File: src/rtl/axi_ram_fill_if.sv
// axi_ram_fill_if: AXI4 write-only channel bundle (AW, W, B) for the RAM fill controller
interface axi_ram_fill_if #(
  parameter int DATA_WIDTH = 32,
  parameter int ADDR_WIDTH = 16,
  parameter int STRB_WIDTH = DATA_WIDTH / 8,
  parameter int ID_WIDTH   = 8
);
  logic [ID_WIDTH-1:0]   awid;
  logic [ADDR_WIDTH-1:0] awaddr;
  logic [7:0]            awlen;
  logic [2:0]            awsize;
  logic [1:0]            awburst;
  logic                  awlock;
  logic [3:0]            awcache;
  logic [2:0]            awprot;
  logic                  awvalid;
  logic                  awready;
  logic [DATA_WIDTH-1:0] wdata;
  logic [STRB_WIDTH-1:0] wstrb;
  logic                  wlast;
  logic                  wvalid;
  logic                  wready;
  logic [ID_WIDTH-1:0]   bid;
  logic [1:0]            bresp;
  logic                  bvalid;
  logic                  bready;
  modport master (
    output awid, awaddr, awlen, awsize, awburst, awlock, awcache, awprot, awvalid,
    input  awready,
    output wdata, wstrb, wlast, wvalid,
    input  wready,
    input  bid, bresp, bvalid,
    output bready
  );
  modport slave (
    input  awid, awaddr, awlen, awsize, awburst, awlock, awcache, awprot, awvalid,
    output awready,
    input  wdata, wstrb, wlast, wvalid,
    output wready,
    output bid, bresp, bvalid,
    input  bready
  );
endinterface

File: src/rtl/axi_ram_fill_ctrl.sv
// axi_ram_fill_ctrl: fills a RAM region over AXI4 with constant or incrementing words in 4KB-safe bursts
module axi_ram_fill_ctrl #(
  parameter int DATA_WIDTH    = 32,
  parameter int ADDR_WIDTH    = 16,
  parameter int STRB_WIDTH    = DATA_WIDTH / 8,
  parameter int ID_WIDTH      = 8,
  parameter int MAX_BURST_LEN = 16,
  parameter int AXI_ID        = 0
) (
  input  logic                  clk,
  input  logic                  rst,
  input  logic                  start,
  input  logic [ADDR_WIDTH-1:0] cfg_addr,
  input  logic [ADDR_WIDTH-1:0] cfg_count,
  input  logic [DATA_WIDTH-1:0] cfg_data,
  input  logic                  cfg_incr,
  output logic                  busy,
  output logic                  done,
  output logic                  error,
  axi_ram_fill_if.master        m_axi
);
  localparam int LG = $clog2(STRB_WIDTH);
  if (DATA_WIDTH != STRB_WIDTH * 8 || (STRB_WIDTH & (STRB_WIDTH - 1)) != 0) begin : g_bad_strb
    $error("axi_ram_fill_ctrl: STRB_WIDTH must be DATA_WIDTH/8 and a power of two");
  end
  if (MAX_BURST_LEN < 1 || MAX_BURST_LEN > 256) begin : g_bad_len
    $error("axi_ram_fill_ctrl: MAX_BURST_LEN must be 1..256");
  end
  if (ADDR_WIDTH > 32) begin : g_bad_addr
    $error("axi_ram_fill_ctrl: ADDR_WIDTH must be at most 32");
  end
  typedef enum logic [1:0] {IDLE, ADDR, DATA, RESP} state_t;
  state_t state, state_n;
  logic [ADDR_WIDTH-1:0] addr, addr_n, rem, rem_n, start_addr, next_addr, next_rem;
  logic [DATA_WIDTH-1:0] data, data_n;
  logic                  incr, incr_n;
  logic [8:0]            beats, beats_n, cnt, cnt_n, first_beats, next_beats;
  logic [7:0]            awlen, awlen_n;
  logic busy_n, done_n, error_n, awvalid, awvalid_n, wvalid, wvalid_n, wlast, wlast_n, bready, bready_n;
  logic unused_bid;
  // beats = min(remaining, MAX_BURST_LEN, words left before the next 4KB page)
  function automatic logic [8:0] burst_beats(input logic [ADDR_WIDTH-1:0] a, input logic [ADDR_WIDTH-1:0] r);
    logic [31:0] room, n;
    room = (32'h1000 - (32'(a) & 32'hFFF)) >> LG;
    n = 32'(r) < room ? 32'(r) : room;
    return n < 32'(MAX_BURST_LEN) ? n[8:0] : 9'(MAX_BURST_LEN);
  endfunction
  assign start_addr  = cfg_addr & ~ADDR_WIDTH'(STRB_WIDTH - 1);
  assign next_addr   = addr + (ADDR_WIDTH'(beats) << LG);
  assign next_rem    = rem - ADDR_WIDTH'(beats);
  assign first_beats = burst_beats(start_addr, cfg_count);
  assign next_beats  = burst_beats(next_addr, next_rem);
  always_comb begin
    state_n   = state;
    addr_n    = addr;
    rem_n     = rem;
    data_n    = data;
    incr_n    = incr;
    beats_n   = beats;
    cnt_n     = cnt;
    awlen_n   = awlen;
    busy_n    = busy;
    done_n    = 1'b0;
    error_n   = error;
    awvalid_n = awvalid;
    wvalid_n  = wvalid;
    wlast_n   = wlast;
    bready_n  = bready;
    case (state)
      IDLE: if (start) begin
        error_n = 1'b0;
        if (cfg_count == '0) done_n = 1'b1;
        else begin
          addr_n    = start_addr;
          rem_n     = cfg_count;
          data_n    = cfg_data;
          incr_n    = cfg_incr;
          beats_n   = first_beats;
          awlen_n   = 8'(first_beats - 9'd1);
          busy_n    = 1'b1;
          awvalid_n = 1'b1;
          state_n   = ADDR;
        end
      end
      ADDR: if (m_axi.awready) begin
        awvalid_n = 1'b0;
        wvalid_n  = 1'b1;
        wlast_n   = beats == 9'd1;
        cnt_n     = beats;
        state_n   = DATA;
      end
      DATA: if (m_axi.wready) begin
        data_n  = data + DATA_WIDTH'(incr);
        cnt_n   = cnt - 9'd1;
        wlast_n = cnt == 9'd2;
        if (wlast) begin
          wvalid_n = 1'b0;
          wlast_n  = 1'b0;
          bready_n = 1'b1;
          state_n  = RESP;
        end
      end
      RESP: if (m_axi.bvalid) begin
        bready_n = 1'b0;
        error_n  = error | (m_axi.bresp != 2'b00);
        addr_n   = next_addr;
        rem_n    = next_rem;
        if (next_rem == '0) begin
          busy_n  = 1'b0;
          done_n  = 1'b1;
          state_n = IDLE;
        end else begin
          beats_n   = next_beats;
          awlen_n   = 8'(next_beats - 9'd1);
          awvalid_n = 1'b1;
          state_n   = ADDR;
        end
      end
      default: state_n = IDLE;
    endcase
  end
  always_ff @(posedge clk) begin
    if (rst) begin
      state   <= IDLE;
      busy    <= 1'b0;
      done    <= 1'b0;
      error   <= 1'b0;
      awvalid <= 1'b0;
      wvalid  <= 1'b0;
      wlast   <= 1'b0;
      bready  <= 1'b0;
    end else begin
      state   <= state_n;
      busy    <= busy_n;
      done    <= done_n;
      error   <= error_n;
      awvalid <= awvalid_n;
      wvalid  <= wvalid_n;
      wlast   <= wlast_n;
      bready  <= bready_n;
    end
  end
  always_ff @(posedge clk) begin
    addr  <= addr_n;
    rem   <= rem_n;
    data  <= data_n;
    incr  <= incr_n;
    beats <= beats_n;
    cnt   <= cnt_n;
    awlen <= awlen_n;
  end
  assign m_axi.awid    = ID_WIDTH'(AXI_ID);
  assign m_axi.awaddr  = addr;
  assign m_axi.awlen   = awlen;
  assign m_axi.awsize  = 3'(LG);
  assign m_axi.awburst = 2'b01;
  assign m_axi.awlock  = 1'b0;
  assign m_axi.awcache = 4'b0011;
  assign m_axi.awprot  = 3'b000;
  assign m_axi.awvalid = awvalid;
  assign m_axi.wdata   = data;
  assign m_axi.wstrb   = '1;
  assign m_axi.wlast   = wlast;
  assign m_axi.wvalid  = wvalid;
  assign m_axi.bready  = bready;
  assign unused_bid    = ^m_axi.bid;
endmodule
File: src/flat_wrapper.sv
// flat-port wrapper written by rule: the top's interface ports become plain ports
module axi_ram_fill_ctrl_flat 
#(
  parameter int DATA_WIDTH    = 32,
  parameter int ADDR_WIDTH    = 16,
  parameter int STRB_WIDTH    = DATA_WIDTH / 8,
  parameter int ID_WIDTH      = 8,
  parameter int MAX_BURST_LEN = 16,
  parameter int AXI_ID        = 0
)
  (clk, rst, start, cfg_addr, cfg_count, cfg_data, cfg_incr, busy, done, error, m_axi_awid, m_axi_awaddr, m_axi_awlen, m_axi_awsize, m_axi_awburst, m_axi_awlock, m_axi_awcache, m_axi_awprot, m_axi_awvalid, m_axi_awready, m_axi_wdata, m_axi_wstrb, m_axi_wlast, m_axi_wvalid, m_axi_wready, m_axi_bid, m_axi_bresp, m_axi_bvalid, m_axi_bready);
  axi_ram_fill_if #(.DATA_WIDTH(DATA_WIDTH), .ADDR_WIDTH(ADDR_WIDTH), .STRB_WIDTH(STRB_WIDTH), .ID_WIDTH(ID_WIDTH)) m_axi_i ();
  input  logic clk;
  input  logic rst;
  input  logic start;
  input  logic [ADDR_WIDTH-1:0] cfg_addr;
  input  logic [ADDR_WIDTH-1:0] cfg_count;
  input  logic [DATA_WIDTH-1:0] cfg_data;
  input  logic cfg_incr;
  output logic busy;
  output logic done;
  output logic error;
  output wire logic [$bits(m_axi_i.awid)-1:0] m_axi_awid;
  output wire logic [$bits(m_axi_i.awaddr)-1:0] m_axi_awaddr;
  output wire logic [$bits(m_axi_i.awlen)-1:0] m_axi_awlen;
  output wire logic [$bits(m_axi_i.awsize)-1:0] m_axi_awsize;
  output wire logic [$bits(m_axi_i.awburst)-1:0] m_axi_awburst;
  output wire logic [$bits(m_axi_i.awlock)-1:0] m_axi_awlock;
  output wire logic [$bits(m_axi_i.awcache)-1:0] m_axi_awcache;
  output wire logic [$bits(m_axi_i.awprot)-1:0] m_axi_awprot;
  output wire logic [$bits(m_axi_i.awvalid)-1:0] m_axi_awvalid;
  input wire logic [$bits(m_axi_i.awready)-1:0] m_axi_awready;
  output wire logic [$bits(m_axi_i.wdata)-1:0] m_axi_wdata;
  output wire logic [$bits(m_axi_i.wstrb)-1:0] m_axi_wstrb;
  output wire logic [$bits(m_axi_i.wlast)-1:0] m_axi_wlast;
  output wire logic [$bits(m_axi_i.wvalid)-1:0] m_axi_wvalid;
  input wire logic [$bits(m_axi_i.wready)-1:0] m_axi_wready;
  input wire logic [$bits(m_axi_i.bid)-1:0] m_axi_bid;
  input wire logic [$bits(m_axi_i.bresp)-1:0] m_axi_bresp;
  input wire logic [$bits(m_axi_i.bvalid)-1:0] m_axi_bvalid;
  output wire logic [$bits(m_axi_i.bready)-1:0] m_axi_bready;
  assign m_axi_awid = m_axi_i.awid;
  assign m_axi_awaddr = m_axi_i.awaddr;
  assign m_axi_awlen = m_axi_i.awlen;
  assign m_axi_awsize = m_axi_i.awsize;
  assign m_axi_awburst = m_axi_i.awburst;
  assign m_axi_awlock = m_axi_i.awlock;
  assign m_axi_awcache = m_axi_i.awcache;
  assign m_axi_awprot = m_axi_i.awprot;
  assign m_axi_awvalid = m_axi_i.awvalid;
  assign m_axi_i.awready = m_axi_awready;
  assign m_axi_wdata = m_axi_i.wdata;
  assign m_axi_wstrb = m_axi_i.wstrb;
  assign m_axi_wlast = m_axi_i.wlast;
  assign m_axi_wvalid = m_axi_i.wvalid;
  assign m_axi_i.wready = m_axi_wready;
  assign m_axi_i.bid = m_axi_bid;
  assign m_axi_i.bresp = m_axi_bresp;
  assign m_axi_i.bvalid = m_axi_bvalid;
  assign m_axi_bready = m_axi_i.bready;
  axi_ram_fill_ctrl #(.DATA_WIDTH(DATA_WIDTH), .ADDR_WIDTH(ADDR_WIDTH), .STRB_WIDTH(STRB_WIDTH), .ID_WIDTH(ID_WIDTH), .MAX_BURST_LEN(MAX_BURST_LEN), .AXI_ID(AXI_ID)) u_core (.clk(clk), .rst(rst), .start(start), .cfg_addr(cfg_addr), .cfg_count(cfg_count), .cfg_data(cfg_data), .cfg_incr(cfg_incr), .busy(busy), .done(done), .error(error), .m_axi(m_axi_i));
endmodule
File: config.mk
export PLATFORM = sky130hd
export DESIGN_NAME = axi_ram_fill_ctrl_flat
export DESIGN_NICKNAME = d
export VERILOG_FILES = /design/src/rtl/axi_ram_fill_if.sv /design/src/rtl/axi_ram_fill_ctrl.sv /design/src/flat_wrapper.sv
export SDC_FILE = /design/constraint.sdc
export NUM_CORES = 1
export LEC_CHECK = 0
export BUFFER_PORTS_ARGS = -buffer_cell sky130_fd_sc_hd__buf_2
export CORE_MARGIN = 3
export CORE_UTILIZATION = 50
export CTS_BUF_LIST = sky130_fd_sc_hd__clkbuf_16
export DETAILED_ROUTE_END_ITERATION = 10
export PLACE_DENSITY = 0.8
export SYNTH_ARGS = -nofsm -noshare
export SYNTH_HDL_FRONTEND = slang
export SYNTH_SLANG_ARGS = --single-unit
File: constraint.sdc
create_clock -name clk -period 5.18 [get_ports clk]
set_input_delay 0.777 -clock clk [delete_from_list [all_inputs] [get_ports clk]]
set_output_delay 0.777 -clock clk [all_outputs]
set_load 0.01 [all_outputs]
== After elaboration in Yosys (flattened, before gate mapping) ==
Cells that the tools add are included.

* Flip-flop bits (word level): 100
* Bits of input ports: 81
* Word-level logic and storage cells: 128

* $add $sub $neg: 8
* $lt $le $gt $ge: 4
* Eq/ne operators: 13
* Mux-type cells: 66
* Bitwise operators: 2
* Reductions and logical operators: 20

{| class="wikitable"
|+ Operators by type and width
! kind !! count
|-
| $mux W16 || 6
|-
| $mux W32 || 3
|-
| $mux W9 || 8
|-
| $lt A32 B5 Y1 const B || 2
|-
| $pmux W16 S2 || 2
|-
| $pmux W32 S2 || 1
|-
| $lt A16 B30 Y1 || 2
|-
| $mux W30 || 2
|-
| $pmux W9 S2 || 2
|-
| $add A32 B1 Y32 || 1
|-
| $logic_not A16 Y1 || 2
|-
| $mux W8 || 4
|-
| $sub A13 B12 Y14 const A || 2
|-
| $mux W1 || 23
|-
| $add A16 B11 Y16 || 1
|-
| $pmux W8 S2 || 1
|-
| $reduce_and A4 Y1 || 4
|-
| $sub A16 B9 Y16 || 1
|-
| $sub A8 B1 Y8 const B || 2
|-
| $mux W2 || 6
|-
| $ne A2 B2 Y1 const B || 6
|-
| $pmux W1 S2 || 6
|-
| $reduce_and A6 Y1 || 2
|-
| $reduce_and A5 Y1 || 2
|-
| other kinds (14) || 22
|}

== Longest topological paths before layout ==
Gate-level depths: netlist of the first run.

* Word-level depth: 10
* Gate-level depth with buffers: 24

== Least setup slack after synthesis of the first run ==
No wires, ideal clock.

* Path kind: register -> register
* From: register u_core.addr[2], in the netlist u_core.m_axi.awaddr[2]
* To: register u_core.awlen[4], in the netlist u_core.m_axi.awlen[4], data pin
* Arrival time: 4.357 ns
* Data required time: 4.914 ns
* Path slack: 0.557 ns
* Cell stages (with the launch flop): 25
* Path buffers: 0
* Clock period less this slack: 4.623 ns
* Path through: edfxtp_1 ha_1 inv_1 fa_1 nor2b_1 o21a_1 or3_1 and2_1 nor3_1 nand2_1 nor3_1 nand3b_1 xor2_1 ha_1 nand4_1 nor2_1 nor3_1 o21ai_0 o22ai_1 nand3_4 and3_1 o31ai_2 ha_1 nand3_1 xnor2_1

* Word-level cells in the longest chain between the ends: 10

{| class="wikitable"
|+ RTL lines
! what !! line !! text
|-
| start, declared || axi_ram_fill_ctrl.sv:34 || <nowiki>logic [ADDR_WIDTH-1:0] addr, addr_n, rem, rem_n, start_addr, next_addr, next_rem;</nowiki>
|-
| start signal, assigned || axi_ram_fill_ctrl.sv:144 || <nowiki>addr <= addr_n;</nowiki>
|-
| $add A16 B11 Y16 (*) || axi_ram_fill_ctrl.sv:49 || <nowiki>assign next_addr = addr + (ADDR_WIDTH'(beats) << LG);</nowiki>
|-
| $sub A13 B12 Y14 (*) || axi_ram_fill_ctrl.sv:44 || <nowiki>room = (32'h1000 - (32'(a) & 32'hFFF)) >> LG;</nowiki>
|-
| $lt A16 B30 Y1 || axi_ram_fill_ctrl.sv:45 || <nowiki>n = 32'(r) < room ? 32'(r) : room;</nowiki>
|-
| $mux W30 (*) || axi_ram_fill_ctrl.sv:45 ||
|-
| $lt A32 B5 Y1 || axi_ram_fill_ctrl.sv:46 || <nowiki>return n < 32'(MAX_BURST_LEN) ? n[8:0] : 9'(MAX_BURST_LEN);</nowiki>
|-
| $mux W9 (*) || axi_ram_fill_ctrl.sv:46 ||
|-
| $sub A8 B1 Y8 (*) || axi_ram_fill_ctrl.sv:114 || <nowiki>awlen_n = 8'(next_beats - 9'd1);</nowiki>
|-
| $mux W8 (*) || axi_ram_fill_ctrl.sv:108 || <nowiki>if (next_rem == '0) begin</nowiki>
|-
| $mux W8 (*) || axi_ram_fill_ctrl.sv:103 || <nowiki>RESP: if (m_axi.bvalid) begin</nowiki>
|-
| $pmux W8 S2 (*) || axi_ram_fill_ctrl.sv:69 || <nowiki>case (state)</nowiki>
|-
| net u_core.awlen_n[4] || axi_ram_fill_ctrl.sv:38 || <nowiki>logic [7:0] awlen, awlen_n;</nowiki>
|-
| end signal, assigned || axi_ram_fill_ctrl.sv:150 || <nowiki>awlen <= awlen_n;</nowiki>
|-
| end, declared || axi_ram_fill_ctrl.sv:38 ||
|}

The timed path passes the listed nets; every way through them passes the cells marked *. The select of a mux whose other input is x is not followed.
A chain may end at the register's enable or synchronous reset.

== Final worst setup path of the first run ==
* From: register u_core.beats[0]
* To: register u_core.awlen[4], in the netlist u_core.m_axi.awlen[4], data pin

* Word-level cells in the longest chain between the ends: 10

{| class="wikitable"
|+ RTL lines
! what !! line !! text
|-
| start, declared || axi_ram_fill_ctrl.sv:37 || <nowiki>logic [8:0] beats, beats_n, cnt, cnt_n, first_beats, next_beats;</nowiki>
|-
| start signal, assigned || axi_ram_fill_ctrl.sv:148 || <nowiki>beats <= beats_n;</nowiki>
|-
| $add A16 B11 Y16 || axi_ram_fill_ctrl.sv:49 ||
|-
| $sub A13 B12 Y14 || axi_ram_fill_ctrl.sv:44 ||
|-
| $lt A16 B30 Y1 || axi_ram_fill_ctrl.sv:45 ||
|-
| $mux W30 (*) || axi_ram_fill_ctrl.sv:45 ||
|-
| $lt A32 B5 Y1 || axi_ram_fill_ctrl.sv:46 ||
|-
| $mux W9 (*) || axi_ram_fill_ctrl.sv:46 ||
|-
| $sub A8 B1 Y8 (*) || axi_ram_fill_ctrl.sv:114 ||
|-
| $mux W8 (*) || axi_ram_fill_ctrl.sv:108 ||
|-
| $mux W8 (*) || axi_ram_fill_ctrl.sv:103 ||
|-
| $pmux W8 S2 (*) || axi_ram_fill_ctrl.sv:69 ||
|-
| net u_core.awlen_n[4] || axi_ram_fill_ctrl.sv:38 ||
|}

Marks and branches as above.

==> flow_summary.html, run 1 <==
<table>
<tr><th>Metric</th><th>Value</th></tr>
<tr><th colspan="2">Synthesis</th></tr>
<tr><td>Post-synth ARST share</td><td>0</td></tr>
<tr><td>Number of instances in the synthesized netlist</td><td>781</td></tr>
<tr><td>Warnings, synthesis</td><td>0</td></tr>
<tr><td>Synth top area share</td><td>0.3619</td></tr>
<tr><td>Number of register bits inferred by synthesis</td><td>98</td></tr>
<tr><td>Main synth FF type</td><td>sky130_fd_sc_hd__edfxtp_1</td></tr>
<tr><td>Cell variety after synth</td><td>72</td></tr>
<tr><td>Dominant cells by area after synthesis</td><td>sky130_fd_sc_hd__edfxtp_1, sky130_fd_sc_hd__ha_1, sky130_fd_sc_hd__xnor2_1, sky130_fd_sc_hd__a21oi_1, sky130_fd_sc_hd__nor2_1</td></tr>
<tr><td>Mapped Avg Cell Area</td><td>9.455 um2</td></tr>
<tr><td>Post-synthesis cell type with the largest combined area</td><td>sky130_fd_sc_hd__edfxtp_1</td></tr>
<tr><td>Post-synthesis sequential area ratio</td><td>0.3863</td></tr>
<tr><td>Post-Syn Area</td><td>7385 um2</td></tr>
<tr><td>EDFF count, synth</td><td>89</td></tr>
<tr><td>List of most frequent post-synthesis cells</td><td>sky130_fd_sc_hd__edfxtp_1, sky130_fd_sc_hd__nor2_1, sky130_fd_sc_hd__a21oi_1, sky130_fd_sc_hd__ha_1, sky130_fd_sc_hd__nand2_1</td></tr>
<tr><th colspan="2">Finish</th></tr>
<tr><td>Number of inserted filler cells in the final layout</td><td>1,221</td></tr>
<tr><td>Share of layout cells above drive strength 1</td><td>0.2220</td></tr>
<tr><td>Area grow syn2layout</td><td>14.76%</td></tr>
<tr><td>Antenna diodes</td><td>0</td></tr>
<tr><td>Count of nets after finishing</td><td>1,037</td></tr>
<tr><td>Post-Route Utilization</td><td>0.5989</td></tr>
<tr><th colspan="2">Global route</th></tr>
<tr><td>Via count of the first global-routing pass</td><td>5,713</td></tr>
<tr><td>First-pass GRT wire length</td><td>28,280 um</td></tr>
<tr><td>Antenna violations before repair</td><td>0</td></tr>
<tr><td>Global route total overflow</td><td>0</td></tr>
<tr><td>Pin count of the biggest net entering global routing</td><td>87</td></tr>
<tr><td>Overall global routing resource usage</td><td>0.2158</td></tr>
<tr><th colspan="2">Clock network</th></tr>
<tr><td>Num Clock Sinks</td><td>98</td></tr>
<tr><td>CTS tree</td><td>built</td></tr>
<tr><td>Bufs on Longest Clock Path</td><td>2</td></tr>
<tr><td>Clock Root Buffer</td><td>sky130_fd_sc_hd__clkbuf_16</td></tr>
<tr><td>Clock transition at the registers of the reported paths</td><td>0.07 ns</td></tr>
<tr><td>Number of buffers inserted during clock tree synthesis</td><td>9</td></tr>
<tr><td>H-tree lvl count</td><td>3</td></tr>
<tr><td>Skew-Pair Late Insertion Delay</td><td>0.35 ns</td></tr>
<tr><th colspan="2">Floorplan</th></tr>
<tr><td>Die width</td><td>127.5 um</td></tr>
<tr><td>Die area</td><td>16,260 um2</td></tr>
<tr><td>Placeable core area</td><td>14,150 um2</td></tr>
<tr><td>Top-Level Pins</td><td>169</td></tr>
<tr><td>Rows</td><td>43</td></tr>
<tr><td>Starting density of the core</td><td>0.5219</td></tr>
<tr><td>Floorplan die height</td><td>127.5 um</td></tr>
<tr><th colspan="2">Routing</th></tr>
<tr><td>Antenna Nets Post-Route</td><td>0</td></tr>
<tr><td>Number of DRC markers in iteration 0</td><td>465</td></tr>
<tr><td>WL/cell</td><td>16.55 um</td></tr>
<tr><td>Detailed-route vias per instance</td><td>5.651</td></tr>
<tr><td>DRC violation count after routing</td><td>0</td></tr>
<tr><td>Sum of routed wire length over all layers</td><td>18,040 um</td></tr>
<tr><td>Number of optimization iterations in the first detailed-route pass</td><td>5</td></tr>
<tr><td>Overall via count from detail_route</td><td>6,160</td></tr>
<tr><th colspan="2">Timing</th></tr>
<tr><td>Finish-stage setup viols</td><td>0</td></tr>
<tr><td>Setup Skew</td><td>0.009811 ns</td></tr>
<tr><td>Max-slew violation count</td><td>0</td></tr>
<tr><td>Period utilization</td><td>0.9531</td></tr>
<tr><td>Achievable Freq</td><td>0.2026 GHz</td></tr>
<tr><td>Number of hold-slack violations in the final timing report</td><td>0</td></tr>
<tr><td>Normalized max-slew margin</td><td>0.2865</td></tr>
<tr><td>Final critical-path required period</td><td>4.937 ns</td></tr>
<tr><td>Worst path setup slack after routing</td><td>0.2431 ns</td></tr>
<tr><td>Worst-margin pin slew</td><td>1.068 ns</td></tr>
<tr><th colspan="2">Setup path</th></tr>
<tr><td>Kind of capture point of the worst setup path</td><td>flop</td></tr>
<tr><td>Maximum fanout along the worst path</td><td>9</td></tr>
<tr><td>Data arrival time at the worst-slack endpoint</td><td>5.01 ns</td></tr>
<tr><td>Kind of critical path</td><td>flop to flop</td></tr>
<tr><td>Critical Path Source Type</td><td>flop</td></tr>
<tr><td>Data required, critical path</td><td>5.25 ns</td></tr>
<tr><th colspan="2">Pwr</th></tr>
<tr><td>Static power due to leakage</td><td>3.542 nW</td></tr>
<tr><td>VDD IR-drop max</td><td>0.3509 mV</td></tr>
<tr><td>Power Density</td><td>718.7 nW/um2</td></tr>
<tr><td>Final Power</td><td>6.091 mW</td></tr>
<tr><th colspan="2">Place</th></tr>
<tr><td>Weighted congestion reported at the end of routability-driven placement</td><td>0.9361</td></tr>
<tr><td>Worst-case setup slack after placement</td><td>0.2107 ns</td></tr>
<tr><td>Dpl hpwl</td><td>13,580 um</td></tr>
<tr><td>Number of I/O port buffers</td><td>131</td></tr>
<tr><th colspan="2">Run status</th></tr>
<tr><td>Status</td><td>completed</td></tr>
<tr><th colspan="2">Job</th></tr>
<tr><td>Total of max-cap violations</td><td>0</td></tr>
<tr><th colspan="2">Worst hold path</th></tr>
<tr><td>Kind of path behind the tightest hold check</td><td>flop to flop</td></tr>
</table>
## cell type report
type | instances | area, um2 | area share
Timing Repair Buffer | 139 | 715.7 | 0.08445
Inverter | 40 | 150.1 | 0.01772
Tap cell | 180 | 225.2 | 0.02658
Clock inverter | 7 | 76.32 | 0.009006
Clock buffer | 9 | 225.2 | 0.02658
Multi-Input combinational cell | 617 | 4229 | 0.4990
Sequential cell | 98 | 2853 | 0.3366
## registers in the layout, indices dropped and copies added, names as in the netlist
register / cells
u_core.beats: 9
u_core.busy: 1
u_core.cnt: 9
u_core.done: 1
u_core.error: 1
u_core.incr: 1
u_core.m_axi.awaddr: 14
u_core.m_axi.awlen: 8
u_core.m_axi.awvalid: 1
u_core.m_axi.bready: 1
u_core.m_axi.wdata: 32
u_core.m_axi.wlast: 1
u_core.m_axi.wvalid: 1
u_core.rem: 16
u_core.state: 2
## report_power, final
group,switching [mW],leakage [nW],internal [mW]
logic,2.21,2.47,1.46
registers,0.329,0.918,1.39
clock network,0.312,0.154,0.380
## placed cells by master, fill, tap and decap left out, types with 15 or more instances in the layout
cell type and n:
sky130_fd_sc_hd__ha_1 47, sky130_fd_sc_hd__a21oi_1 66, sky130_fd_sc_hd__nor3_1 30, sky130_fd_sc_hd__xnor2_1 42, sky130_fd_sc_hd__xor2_1 35, sky130_fd_sc_hd__nand3_1 22, sky130_fd_sc_hd__inv_1 37, sky130_fd_sc_hd__mux2_2 16
sky130_fd_sc_hd__nand4_1 15, sky130_fd_sc_hd__buf_2 131, sky130_fd_sc_hd__nor2_1 89, sky130_fd_sc_hd__edfxtp_1 89, sky130_fd_sc_hd__conb_1 31, sky130_fd_sc_hd__o21ai_0 20, sky130_fd_sc_hd__nand2_1 44
## routing by layer
metal	vias up	global-route usage	routed length (um)
met5	-	0	0
met4	0	0.06562	325
met3	22	0.04306	1180
met2	205	0.3574	8661
met1	2894	0.2862	7869
li1	3039	-	-
## final timing paths
check	start	end	cells past startpoint	slack (ns)
worst min register to register	u_core.busy	u_core.busy	2	0.49
worst min-delay path	u_core.busy	u_core.busy	2	0.49
worst max-delay path	u_core.beats[0]	u_core.m_axi.awlen[4]	24	0.24
worst max register to register	u_core.beats[0]	u_core.m_axi.awlen[4]	24	0.24
## metrics by stage
step	instance area (um2)	setup TNS, ns	hold slack, ns	std cells
global route	8474	-0.03779	0.5145	1090
finish	8474	0	0.4860	1090
CTS	8426	0	0.4904	1089
global placement	8124	0	0.4792	1073
floorplan	7493	0	0.4871	810
detailed placement	8124	0	0.4797	1073
## critical path: stages, from the launching register on
cell and delay (ns):
sky130_fd_sc_hd__edfxtp_1 0.44, sky130_fd_sc_hd__ha_1 0.24, sky130_fd_sc_hd__inv_1 0.08, sky130_fd_sc_hd__fa_1 0.23, sky130_fd_sc_hd__nor2b_1 0.08, sky130_fd_sc_hd__o21a_1 0.17, sky130_fd_sc_hd__or3_1 0.34, sky130_fd_sc_hd__and2_1 0.21
sky130_fd_sc_hd__nor3_2 0.21, sky130_fd_sc_hd__nand2_1 0.15, sky130_fd_sc_hd__nor3_4 0.18, sky130_fd_sc_hd__nand3b_1 0.11, sky130_fd_sc_hd__xor2_1 0.17, sky130_fd_sc_hd__ha_1 0.30, sky130_fd_sc_hd__nand4_1 0.09, sky130_fd_sc_hd__nor2_1 0.06
sky130_fd_sc_hd__nor3_1 0.15, sky130_fd_sc_hd__o21ai_0 0.15, sky130_fd_sc_hd__o22ai_2 0.18, sky130_fd_sc_hd__nand3_4 0.15, sky130_fd_sc_hd__and3_1 0.22, sky130_fd_sc_hd__o31ai_2 0.23, sky130_fd_sc_hd__ha_2 0.26, sky130_fd_sc_hd__nand3_1 0.11
sky130_fd_sc_hd__xnor2_1 0.16
## logic make-up (layout without fill, tap and decap cells)
| kind of cell | after synthesis | after routing | share of synthesized area |
|---|---|---|---|
| muxes | 23 | 23 | 0.03389 |
| buffers and inverters | 95 | 195 | 0.06371 |
| adders and majority gates | 51 | 51 | 0.08845 |
| AOI/OAI and AO/OA | 155 | 155 | 0.1379 |
| other | 2 | 31 | 0.001017 |
| DFF | 98 | 98 | 0.3863 |
| and+or+nand+nor | 279 | 279 | 0.1962 |
| xor gates and xnor gates | 78 | 78 | 0.09251 |
## repair_timing
| item | 4_1_cts | 5_1_grt |
|---|---|---|
| endpoints found under the hold margin | 0 | 0 |
| buffers inserted | 0 | 1 |
| setup endpoints to repair | 0 | 7 |
| resized for setup | 0 | 7 |
| hold buffers | 0 | 0 |
(Power assumes the default switching activity.)
==> inputs of run 2 (changes only) <==
- ABC_AREA: unset -> 1
- CTS_CLUSTER_SIZE: unset -> 24
- PLACE_DENSITY: 0.8 -> 0.79
==> flow_summary.html, run 2 <==
<table>
<tr><th>Metric</th><th>Value</th></tr>
<tr><th colspan="2">Timing</th></tr>
<tr><td>Achievable Freq</td><td>0.2133 GHz (+5.3%)</td></tr>
<tr><td>Max-slew violation count</td><td>0 (unchanged)</td></tr>
<tr><td>Setup repair after global routing missed its margin</td><td>no</td></tr>
<tr><td>Worst path setup slack after routing</td><td>0.4917 ns (+0.2486 ns)</td></tr>
<tr><td>Period utilization</td><td>0.9051 (-0.04800)</td></tr>
<tr><td>Number of hold-slack violations in the final timing report</td><td>0 (unchanged)</td></tr>
<tr><td>Setup Skew</td><td>0.007932 ns (-0.001879 ns)</td></tr>
<tr><td>Final hold slack</td><td>0.4675 ns (-0.01841 ns)</td></tr>
<tr><td>Setup TNS</td><td>0 ns (unchanged)</td></tr>
<tr><td>Normalized max-slew margin</td><td>0.2366 (-0.04988)</td></tr>
<tr><td>Finish-stage setup viols</td><td>0 (unchanged)</td></tr>
<tr><td>Final critical-path required period</td><td>4.688 ns (-0.2486 ns)</td></tr>
<tr><td>Worst-margin pin slew</td><td>1.145 ns (+0.07720 ns)</td></tr>
<tr><th colspan="2">Clock network</th></tr>
<tr><td>Setup repair bufs after CTS</td><td>0 (unchanged)</td></tr>
<tr><td>Bufs on Longest Clock Path</td><td>2 (unchanged)</td></tr>
<tr><td>Resize count post-CTS</td><td>0 (unchanged)</td></tr>
<tr><td>Num Clock Sinks</td><td>98 (unchanged)</td></tr>
<tr><td>Skew-Pair Late Insertion Delay</td><td>0.35 ns (about the same)</td></tr>
<tr><td>Clock transition at the registers of the reported paths</td><td>0.07 ns (about the same)</td></tr>
<tr><td>Clock Root Buffer</td><td>sky130_fd_sc_hd__clkbuf_16</td></tr>
<tr><td>H-tree lvl count</td><td>3 (unchanged)</td></tr>
<tr><td>CTS tree</td><td>built</td></tr>
<tr><td>Hold Buf Count CTS</td><td>0 (unchanged)</td></tr>
<tr><td>Number of buffers inserted during clock tree synthesis</td><td>9 (unchanged)</td></tr>
<tr><th colspan="2">Finish</th></tr>
<tr><td>Number of inserted filler cells in the final layout</td><td>1,460 (+20%)</td></tr>
<tr><td>Most common cell after layout, fill and taps aside</td><td>sky130_fd_sc_hd__nand2_1</td></tr>
<tr><td>Most frequent cells in the layout</td><td>sky130_fd_sc_hd__nand2_1, sky130_fd_sc_hd__inv_1, sky130_fd_sc_hd__buf_2</td></tr>
<tr><td>Count of nets after finishing</td><td>1,358 (+31%)</td></tr>
<tr><td>Area grow syn2layout</td><td>13.81%</td></tr>
<tr><td>Antenna diodes</td><td>0 (unchanged)</td></tr>
<tr><td>Post-Route Utilization</td><td>0.5921 (-0.006771)</td></tr>
<tr><td>Largest register FFs</td><td>32 (unchanged)</td></tr>
<tr><td>Cell Count, Final, Fillers Out</td><td>1,442 (+32%)</td></tr>
<tr><td>Share of layout cells above drive strength 1</td><td>0.1836 (-0.03839)</td></tr>
<tr><th colspan="2">Place</th></tr>
<tr><td>Post-Place Cells</td><td>1,424 (+33%)</td></tr>
<tr><td>Worst-case setup slack after placement</td><td>0.4170 ns (+0.2064 ns)</td></tr>
<tr><td>Number of I/O port buffers</td><td>131 (unchanged)</td></tr>
<tr><td>Weighted congestion reported at the end of routability-driven placement</td><td>0.9311 (-0.53%)</td></tr>
<tr><td>Dpl hpwl</td><td>16,070 um (+18%)</td></tr>
<tr><th colspan="2">Floorplan</th></tr>
<tr><td>Placeable core area</td><td>15,430 um2 (+9.0%)</td></tr>
<tr><td>Starting density of the core</td><td>0.5203 (-0.001609)</td></tr>
<tr><td>Die area</td><td>17,610 um2 (+8.3%)</td></tr>
<tr><td>Rows</td><td>45 (+4.7%)</td></tr>
<tr><td>Top-Level Pins</td><td>169 (unchanged)</td></tr>
<tr><td>Floorplan die height</td><td>132.7 um (+4.1%)</td></tr>
<tr><td>Die width</td><td>132.7 um (+4.1%)</td></tr>
<tr><th colspan="2">Global route</th></tr>
<tr><td>Global route total overflow</td><td>0 (unchanged)</td></tr>
<tr><td>First-pass GRT wire length</td><td>32,270 um (+14%)</td></tr>
<tr><td>Overall global routing resource usage</td><td>0.2247 (+0.008924)</td></tr>
<tr><td>Met1 Usage GRT</td><td>0.2932 (+0.007039)</td></tr>
<tr><td>Global routing usage on met2</td><td>0.3826 (+0.02520)</td></tr>
<tr><td>Via count of the first global-routing pass</td><td>6,799 (+19%)</td></tr>
<tr><td>Antenna violations before repair</td><td>0 (unchanged)</td></tr>
<tr><td>Pin count of the biggest net entering global routing</td><td>59 (-32%)</td></tr>
<tr><td>GRT busiest layer</td><td>met2</td></tr>
<tr><td>Met3 routing resource usage after global routing</td><td>0.03118 (-0.01188)</td></tr>
<tr><th colspan="2">Setup path</th></tr>
<tr><td>Kind of critical path</td><td>flop to flop</td></tr>
<tr><td>CP most frequent cell</td><td>sky130_fd_sc_hd__nand2_1</td></tr>
<tr><td>Maximum fanout along the worst path</td><td>4 (-5)</td></tr>
<tr><td>Data arrival time at the worst-slack endpoint</td><td>4.80 ns (-0.21 ns)</td></tr>
<tr><td>Slowest library cell on the worst path</td><td>sky130_fd_sc_hd__fa_1</td></tr>
<tr><td>Kind of capture point of the worst setup path</td><td>flop</td></tr>
<tr><td>Delay of the slowest cell on the worst path</td><td>0.61 ns (+0.17 ns)</td></tr>
<tr><td>Data required, critical path</td><td>5.29 ns (+0.04 ns)</td></tr>
<tr><td>Critical Path Source Type</td><td>flop</td></tr>
<tr><th colspan="2">Worst hold path</th></tr>
<tr><td>Kind of path behind the tightest hold check</td><td>flop to flop</td></tr>
<tr><th colspan="2">Synthesis</th></tr>
<tr><td>Warnings, synthesis</td><td>0 (unchanged)</td></tr>
<tr><td>Post-synthesis cell type with the largest combined area</td><td>sky130_fd_sc_hd__edfxtp_1</td></tr>
<tr><td>Number of instances in the synthesized netlist</td><td>1,092 (+40%)</td></tr>
<tr><td>List of most frequent post-synthesis cells</td><td>sky130_fd_sc_hd__nand2_1, sky130_fd_sc_hd__inv_1, sky130_fd_sc_hd__nor2_1, sky130_fd_sc_hd__edfxtp_1, sky130_fd_sc_hd__nand3_1</td></tr>
<tr><td>Main synth FF type</td><td>sky130_fd_sc_hd__edfxtp_1</td></tr>
<tr><td>Synth top area share</td><td>0.3330 (-0.02894)</td></tr>
<tr><td>Cell variety after synth</td><td>53 (-26%)</td></tr>
<tr><td>Post-synth ARST share</td><td>0 (unchanged)</td></tr>
<tr><td>EDFF count, synth</td><td>89 (unchanged)</td></tr>
<tr><td>Post-Syn Area</td><td>8026 um2 (+8.7%)</td></tr>
<tr><td>Mapped Avg Cell Area</td><td>7.350 um2 (-22%)</td></tr>
<tr><td>Dominant cells by area after synthesis</td><td>sky130_fd_sc_hd__edfxtp_1, sky130_fd_sc_hd__nand2_1, sky130_fd_sc_hd__ha_1, sky130_fd_sc_hd__inv_1, sky130_fd_sc_hd__nand3_1</td></tr>
<tr><td>Cell with the most instances after synthesis</td><td>sky130_fd_sc_hd__nand2_1</td></tr>
<tr><td>Post-synthesis sequential area ratio</td><td>0.3554 (-0.03089)</td></tr>
<tr><td>Number of register bits inferred by synthesis</td><td>98 (unchanged)</td></tr>
<tr><th colspan="2">Routing</th></tr>
<tr><td>Antenna Nets Post-Route</td><td>0 (unchanged)</td></tr>
<tr><td>DRC violation count after routing</td><td>0 (unchanged)</td></tr>
<tr><td>Number of DRC markers in iteration 0</td><td>623 (+34%)</td></tr>
<tr><td>Detailed-route vias per instance</td><td>5.155 (-8.8%)</td></tr>
<tr><td>Number of optimization iterations in the first detailed-route pass</td><td>5 (unchanged)</td></tr>
<tr><td>Overall via count from detail_route</td><td>7,433 (+21%)</td></tr>
<tr><td>Sum of routed wire length over all layers</td><td>20,250 um (+12%)</td></tr>
<tr><td>WL/cell</td><td>14.04 um (-15%)</td></tr>
<tr><th colspan="2">Pwr</th></tr>
<tr><td>Static power due to leakage</td><td>4.500 nW (+27%)</td></tr>
<tr><td>VDD IR-drop max</td><td>0.4011 mV (+14%)</td></tr>
<tr><td>Power Density</td><td>725.4 nW/um2 (+0.93%)</td></tr>
<tr><th colspan="2">Job</th></tr>
<tr><td>Total of max-cap violations</td><td>0 (unchanged)</td></tr>
<tr><th colspan="2">Run status</th></tr>
<tr><td>Status</td><td>completed</td></tr>
</table>
[run 2: final cells by class]
cell class | count | area (um2) | share of cell area
clock inverters | 7 | 58.81 | 0.006437
multi-input cells | 829 | 4456 | 0.4877
repair buffers | 139 | 715.7 | 0.07835
inverters | 149 | 563.0 | 0.06164
clock buffers | 9 | 225.2 | 0.02465
flip-flops and latches | 98 | 2853 | 0.3123
well taps | 211 | 264.0 | 0.02890
[run 2: logic make-up after synthesis]
logic type / synth area share
AO/OA/AOI/OAI: 0.07592
AND/OR/NAND/NOR: 0.3380
XOR/XNOR: 0.04458
buffers and inverters: 0.1038
flip-flops: 0.3554
other: 0.0009357
adder cells (fa/ha/maj): 0.08137
[run 2: worst max-delay path: cells and delay by family (launching register included)]
family                   cells  cell delay, ns
AO/OA/AOI/OAI                1            0.16
adder cells (fa/ha/maj)      4            1.25
buffers and inverters        5            0.45
flip-flops                   1            0.48
AND/OR/NAND/NOR             20            2.12
[run 2: report_power, final]
group	internal (mW)	switching [mW]
registers	1.39	0.323
logic	1.44	2.82
clock network	0.335	0.323
[run 2: final timing paths]
kind / start / endpoint / slack [ns] / cells past startpoint
max: u_core.beats[1] / u_core.m_axi.awlen[4] / 0.49 / 30
min: u_core.m_axi.wvalid / u_core.m_axi.wvalid / 0.47 / 2
max reg2reg: u_core.beats[1] / u_core.m_axi.awlen[4] / 0.49 / 30
min reg2reg: u_core.m_axi.wvalid / u_core.m_axi.wvalid / 0.47 / 2
[run 2: stage by stage]
step | cell area [um2] | power [mW]
after floorplan | 8135 | 4.794
after global placement | 8836 | 5.789
after detailed placement | 8836 | 5.911
after CTS | 9120 | 6.590
after global routing | 9135 | 7.266
final | 9135 | 6.627
[run 2: metal layers]
metal / part of all wire / vias to the layer above / wire (um)
li1: - / 3787 / -
met1: 0.44 / 3393 / 8929
met2: 0.48 / 221 / 9725
met3: 0.054 / 32 / 1094
met4: 0.025 / 0 / 498
met5: 0 / - / 0
==> inputs of run 3 (changes only) <==
- CORE_ASPECT_RATIO: unset -> 1.4
==> flow_summary.html, run 3 (synthesis results as in run 2) <==
<table>
<tr><th>Metric</th><th>Value</th></tr>
<tr><th colspan="2">Routing</th></tr>
<tr><td>WL/cell</td><td>14.35 um (+2.2%)</td></tr>
<tr><td>Sum of routed wire length over all layers</td><td>20,460 um (+1.0%)</td></tr>
<tr><td>DRC violation count after routing</td><td>0 (unchanged)</td></tr>
<tr><td>Detailed-route vias per instance</td><td>5.234 (+1.5%)</td></tr>
<tr><td>Overall via count from detail_route</td><td>7,459 (+0.35%)</td></tr>
<tr><td>Number of optimization iterations in the first detailed-route pass</td><td>5 (unchanged)</td></tr>
<tr><td>Number of DRC markers in iteration 0</td><td>505 (-19%)</td></tr>
<tr><td>Antenna Nets Post-Route</td><td>0 (unchanged)</td></tr>
<tr><th colspan="2">Floorplan</th></tr>
<tr><td>Die area</td><td>17,630 um2 (+0.12%)</td></tr>
<tr><td>Placeable core area</td><td>15,680 um2 (+1.6%)</td></tr>
<tr><td>Starting density of the core</td><td>0.5121 (-0.008223)</td></tr>
<tr><td>Top-Level Pins</td><td>169 (unchanged)</td></tr>
<tr><td>Die width</td><td>113.1 um (-15%)</td></tr>
<tr><td>Rows</td><td>54 (+20%)</td></tr>
<tr><td>Floorplan die height</td><td>155.9 um (+17%)</td></tr>
<tr><th colspan="2">Finish</th></tr>
<tr><td>Final instance area</td><td>9163 um2 (+0.30%)</td></tr>
<tr><td>Antenna diodes</td><td>0 (unchanged)</td></tr>
<tr><td>Area grow syn2layout</td><td>14.15%</td></tr>
<tr><td>Most common cell after layout, fill and taps aside</td><td>sky130_fd_sc_hd__nand2_1</td></tr>
<tr><td>Area of the multi-input gates</td><td>4463 um2 (+0.17%)</td></tr>
<tr><td>Count of nets after finishing</td><td>1,356 (-0.15%)</td></tr>
<tr><td>Share of layout cells above drive strength 1</td><td>0.1814 (-0.002142)</td></tr>
<tr><td>Storage cell area</td><td>2853 um2 (unchanged)</td></tr>
<tr><td>Largest register FFs</td><td>32 (unchanged)</td></tr>
<tr><td>Most frequent cells in the layout</td><td>sky130_fd_sc_hd__nand2_1, sky130_fd_sc_hd__inv_1, sky130_fd_sc_hd__buf_2</td></tr>
<tr><td>Number of inserted filler cells in the final layout</td><td>1,483 (+1.6%)</td></tr>
<tr><th colspan="2">Setup path</th></tr>
<tr><td>Maximum fanout along the worst path</td><td>4 (unchanged)</td></tr>
<tr><td>Kind of capture point of the worst setup path</td><td>flop</td></tr>
<tr><td>Register-to-Register Setup Slack</td><td>0.47 ns (-0.02 ns)</td></tr>
<tr><td>Slowest library cell on the worst path</td><td>sky130_fd_sc_hd__fa_1</td></tr>
<tr><td>Delay of the slowest cell on the worst path</td><td>0.53 ns (-0.08 ns)</td></tr>
<tr><td>Worst Setup SP</td><td>u_core.beats[0]</td></tr>
<tr><td>Data arrival time at the worst-slack endpoint</td><td>4.81 ns (about the same)</td></tr>
<tr><td>Logic depth of the worst register-to-register path</td><td>31 (+3.3%)</td></tr>
<tr><td>Crit path buf inv count</td><td>5 (unchanged)</td></tr>
<tr><td>Crit Reg-Reg Endpoint</td><td>u_core.m_axi.awlen[4]</td></tr>
<tr><td>Critical Path Source Type</td><td>flop</td></tr>
<tr><td>Kind of cell adding the most delay to the critical path</td><td>simple AND/OR/NAND/NOR gates</td></tr>
<tr><td>RR Startpoint</td><td>u_core.beats[0]</td></tr>
<tr><td>Data required, critical path</td><td>5.29 ns (about the same)</td></tr>
<tr><td>CP most frequent cell</td><td>sky130_fd_sc_hd__nand2_1</td></tr>
<tr><td>Kind of critical path</td><td>flop to flop</td></tr>
<tr><th colspan="2">Timing</th></tr>
<tr><td>Achievable Freq</td><td>0.2124 GHz (-0.42%)</td></tr>
<tr><td>Finish-stage setup viols</td><td>0 (unchanged)</td></tr>
<tr><td>Setup repair after global routing missed its margin</td><td>no</td></tr>
<tr><td>Setup Skew</td><td>0.01354 ns (+0.005611 ns)</td></tr>
<tr><td>Worst path setup slack after routing</td><td>0.4720 ns (-0.01974 ns)</td></tr>
<tr><td>Worst-margin pin slew</td><td>1.082 ns (-0.06358 ns)</td></tr>
<tr><td>Final critical-path required period</td><td>4.708 ns (+0.01974 ns)</td></tr>
<tr><td>Setup TNS</td><td>0 ns (unchanged)</td></tr>
<tr><td>Max-slew violation count</td><td>0 (unchanged)</td></tr>
<tr><td>Normalized max-slew margin</td><td>0.2774 (+0.04078)</td></tr>
<tr><td>Period utilization</td><td>0.9089 (+0.003811)</td></tr>
<tr><td>Number of hold-slack violations in the final timing report</td><td>0 (unchanged)</td></tr>
<tr><td>Final hold slack</td><td>0.4675 ns (-0.000004000 ns)</td></tr>
<tr><th colspan="2">Pwr</th></tr>
<tr><td>Combinational group share of total power</td><td>0.629 (-0.014)</td></tr>
<tr><td>Sequential share of power</td><td>0.256 (-0.002)</td></tr>
<tr><td>Final Power</td><td>6.697 mW (+1.1%)</td></tr>
<tr><td>Internal power consumption</td><td>3.288 mW (+4.0%)</td></tr>
<tr><td>Sw Ratio</td><td>0.5091 (-0.01400)</td></tr>
<tr><td>Power Density</td><td>730.9 nW/um2 (+0.75%)</td></tr>
<tr><td>Part of the power in the clock network</td><td>0.116 (+0.017)</td></tr>
<tr><td>Switching pwr</td><td>3.409 mW (-1.6%)</td></tr>
<tr><td>Static power due to leakage</td><td>4.515 nW (+0.34%)</td></tr>
<tr><td>VDD IR-drop max</td><td>0.3607 mV (-10%)</td></tr>
<tr><th colspan="2">Global route</th></tr>
<tr><td>Via count of the first global-routing pass</td><td>7,164 (+5.4%)</td></tr>
<tr><td>Antenna violations before repair</td><td>0 (unchanged)</td></tr>
<tr><td>Overall global routing resource usage</td><td>0.2346 (+0.009866)</td></tr>
<tr><td>Global route total overflow</td><td>0 (unchanged)</td></tr>
<tr><td>First-pass GRT wire length</td><td>33,310 um (+3.2%)</td></tr>
<tr><td>Pin count of the biggest net entering global routing</td><td>50 (-15%)</td></tr>
<tr><th colspan="2">Worst hold path</th></tr>
<tr><td>Min-Delay Startpoint</td><td>u_core.m_axi.wvalid</td></tr>
<tr><td>Number of cells on the worst hold path</td><td>2 (unchanged)</td></tr>
<tr><td>Kind of path behind the tightest hold check</td><td>flop to flop</td></tr>
<tr><td>Worst min-delay path endpoint</td><td>u_core.m_axi.wvalid</td></tr>
<tr><th colspan="2">Run status</th></tr>
<tr><td>Status</td><td>completed</td></tr>
<tr><th colspan="2">Clock network</th></tr>
<tr><td>Resize count post-CTS</td><td>0 (unchanged)</td></tr>
<tr><td>Clock transition at the registers of the reported paths</td><td>0.07 ns (about the same)</td></tr>
<tr><td>Clock Root Buffer</td><td>sky130_fd_sc_hd__clkbuf_16</td></tr>
<tr><td>H-tree lvl count</td><td>3 (unchanged)</td></tr>
<tr><td>Bufs on Longest Clock Path</td><td>2 (unchanged)</td></tr>
<tr><td>Number of buffers inserted during clock tree synthesis</td><td>9 (unchanged)</td></tr>
<tr><td>Skew-Pair Late Insertion Delay</td><td>0.35 ns (about the same)</td></tr>
<tr><td>Hold Buf Count CTS</td><td>0 (unchanged)</td></tr>
<tr><td>Num Clock Sinks</td><td>98 (unchanged)</td></tr>
<tr><td>CTS tree</td><td>built</td></tr>
<tr><td>Setup repair bufs after CTS</td><td>0 (unchanged)</td></tr>
<tr><th colspan="2">Place</th></tr>
<tr><td>Dpl hpwl</td><td>16,240 um (+1.0%)</td></tr>
<tr><td>DP Area</td><td>8825 um2 (-0.13%)</td></tr>
<tr><td>Weighted congestion reported at the end of routability-driven placement</td><td>0.9667 (+3.8%)</td></tr>
<tr><td>Worst-case setup slack after placement</td><td>0.5349 ns (+0.1179 ns)</td></tr>
<tr><td>Number of I/O port buffers</td><td>131 (unchanged)</td></tr>
<tr><th colspan="2">Job</th></tr>
<tr><td>Total of max-cap violations</td><td>0 (unchanged)</td></tr>
</table>
-- run 3: layer usage --
layer	track usage	routed length, um	part of all wire	vias up
met3	0.03764	1113	0.054	41
met4	0.09278	586	0.029	0
met2	0.4333	10620	0.52	233
li1	-	-	-	3775
met1	0.2682	8134	0.40	3410
met5	0	0	0	-
-- run 3: worst max-delay path by stage --
stage / to / depth (start not counted) / slack, ns
6_report: u_core.m_axi.awlen[4] / 31 / 0.47
3_3_place_gp: u_core.m_axi.awlen[4] / 31 / 0.63
3_5_place_dp: u_core.m_axi.awlen[4] / 31 / 0.53
4_1_cts: u_core.m_axi.awlen[4] / 31 / 0.51
2_1_floorplan: u_core.m_axi.awlen[4] / 31 / 1.07
5_1_grt: u_core.m_axi.awlen[4] / 31 / 0.01
-- run 3: tightest hold or removal path, stage by stage, from the launching register on --
cell and delay, ns:
sky130_fd_sc_hd__dfxtp_1 0.31, sky130_fd_sc_hd__nand2_1 0.06, sky130_fd_sc_hd__a21oi_1 0.05
-- run 3: final cells by class --
type | instances | share of cell area
repair buffers | 137 | 0.07647
clock buffers | 9 | 0.02458
clock inverters | 7 | 0.01229
flip-flops and latches | 98 | 0.3113
inverters | 149 | 0.06145
well taps | 196 | 0.02676
multi-input cells | 829 | 0.4871
-- run 3: power by group through the flow --
stage	logic (mW)	clock network, mW	registers [mW]
2_1_floorplan	3.05	0	1.75
3_3_place_gp	4.08	0	1.71
3_5_place_dp	4.18	0	1.73
4_1_cts	4.21	0.786	1.71
5_1_grt	4.81	0.820	1.76
6_report	4.21	0.776	1.71
-- run 3: metrics by stage --
| stage | std cells | util |
|---|---|---|
| after floorplan | 1121 | - |
| after global placement | 1409 | 0.5630 |
| after detailed placement | 1409 | 0.5630 |
| after CTS | 1425 | 0.5845 |
| after global routing | 1425 | 0.5845 |
| final | 1425 | 0.5845 |
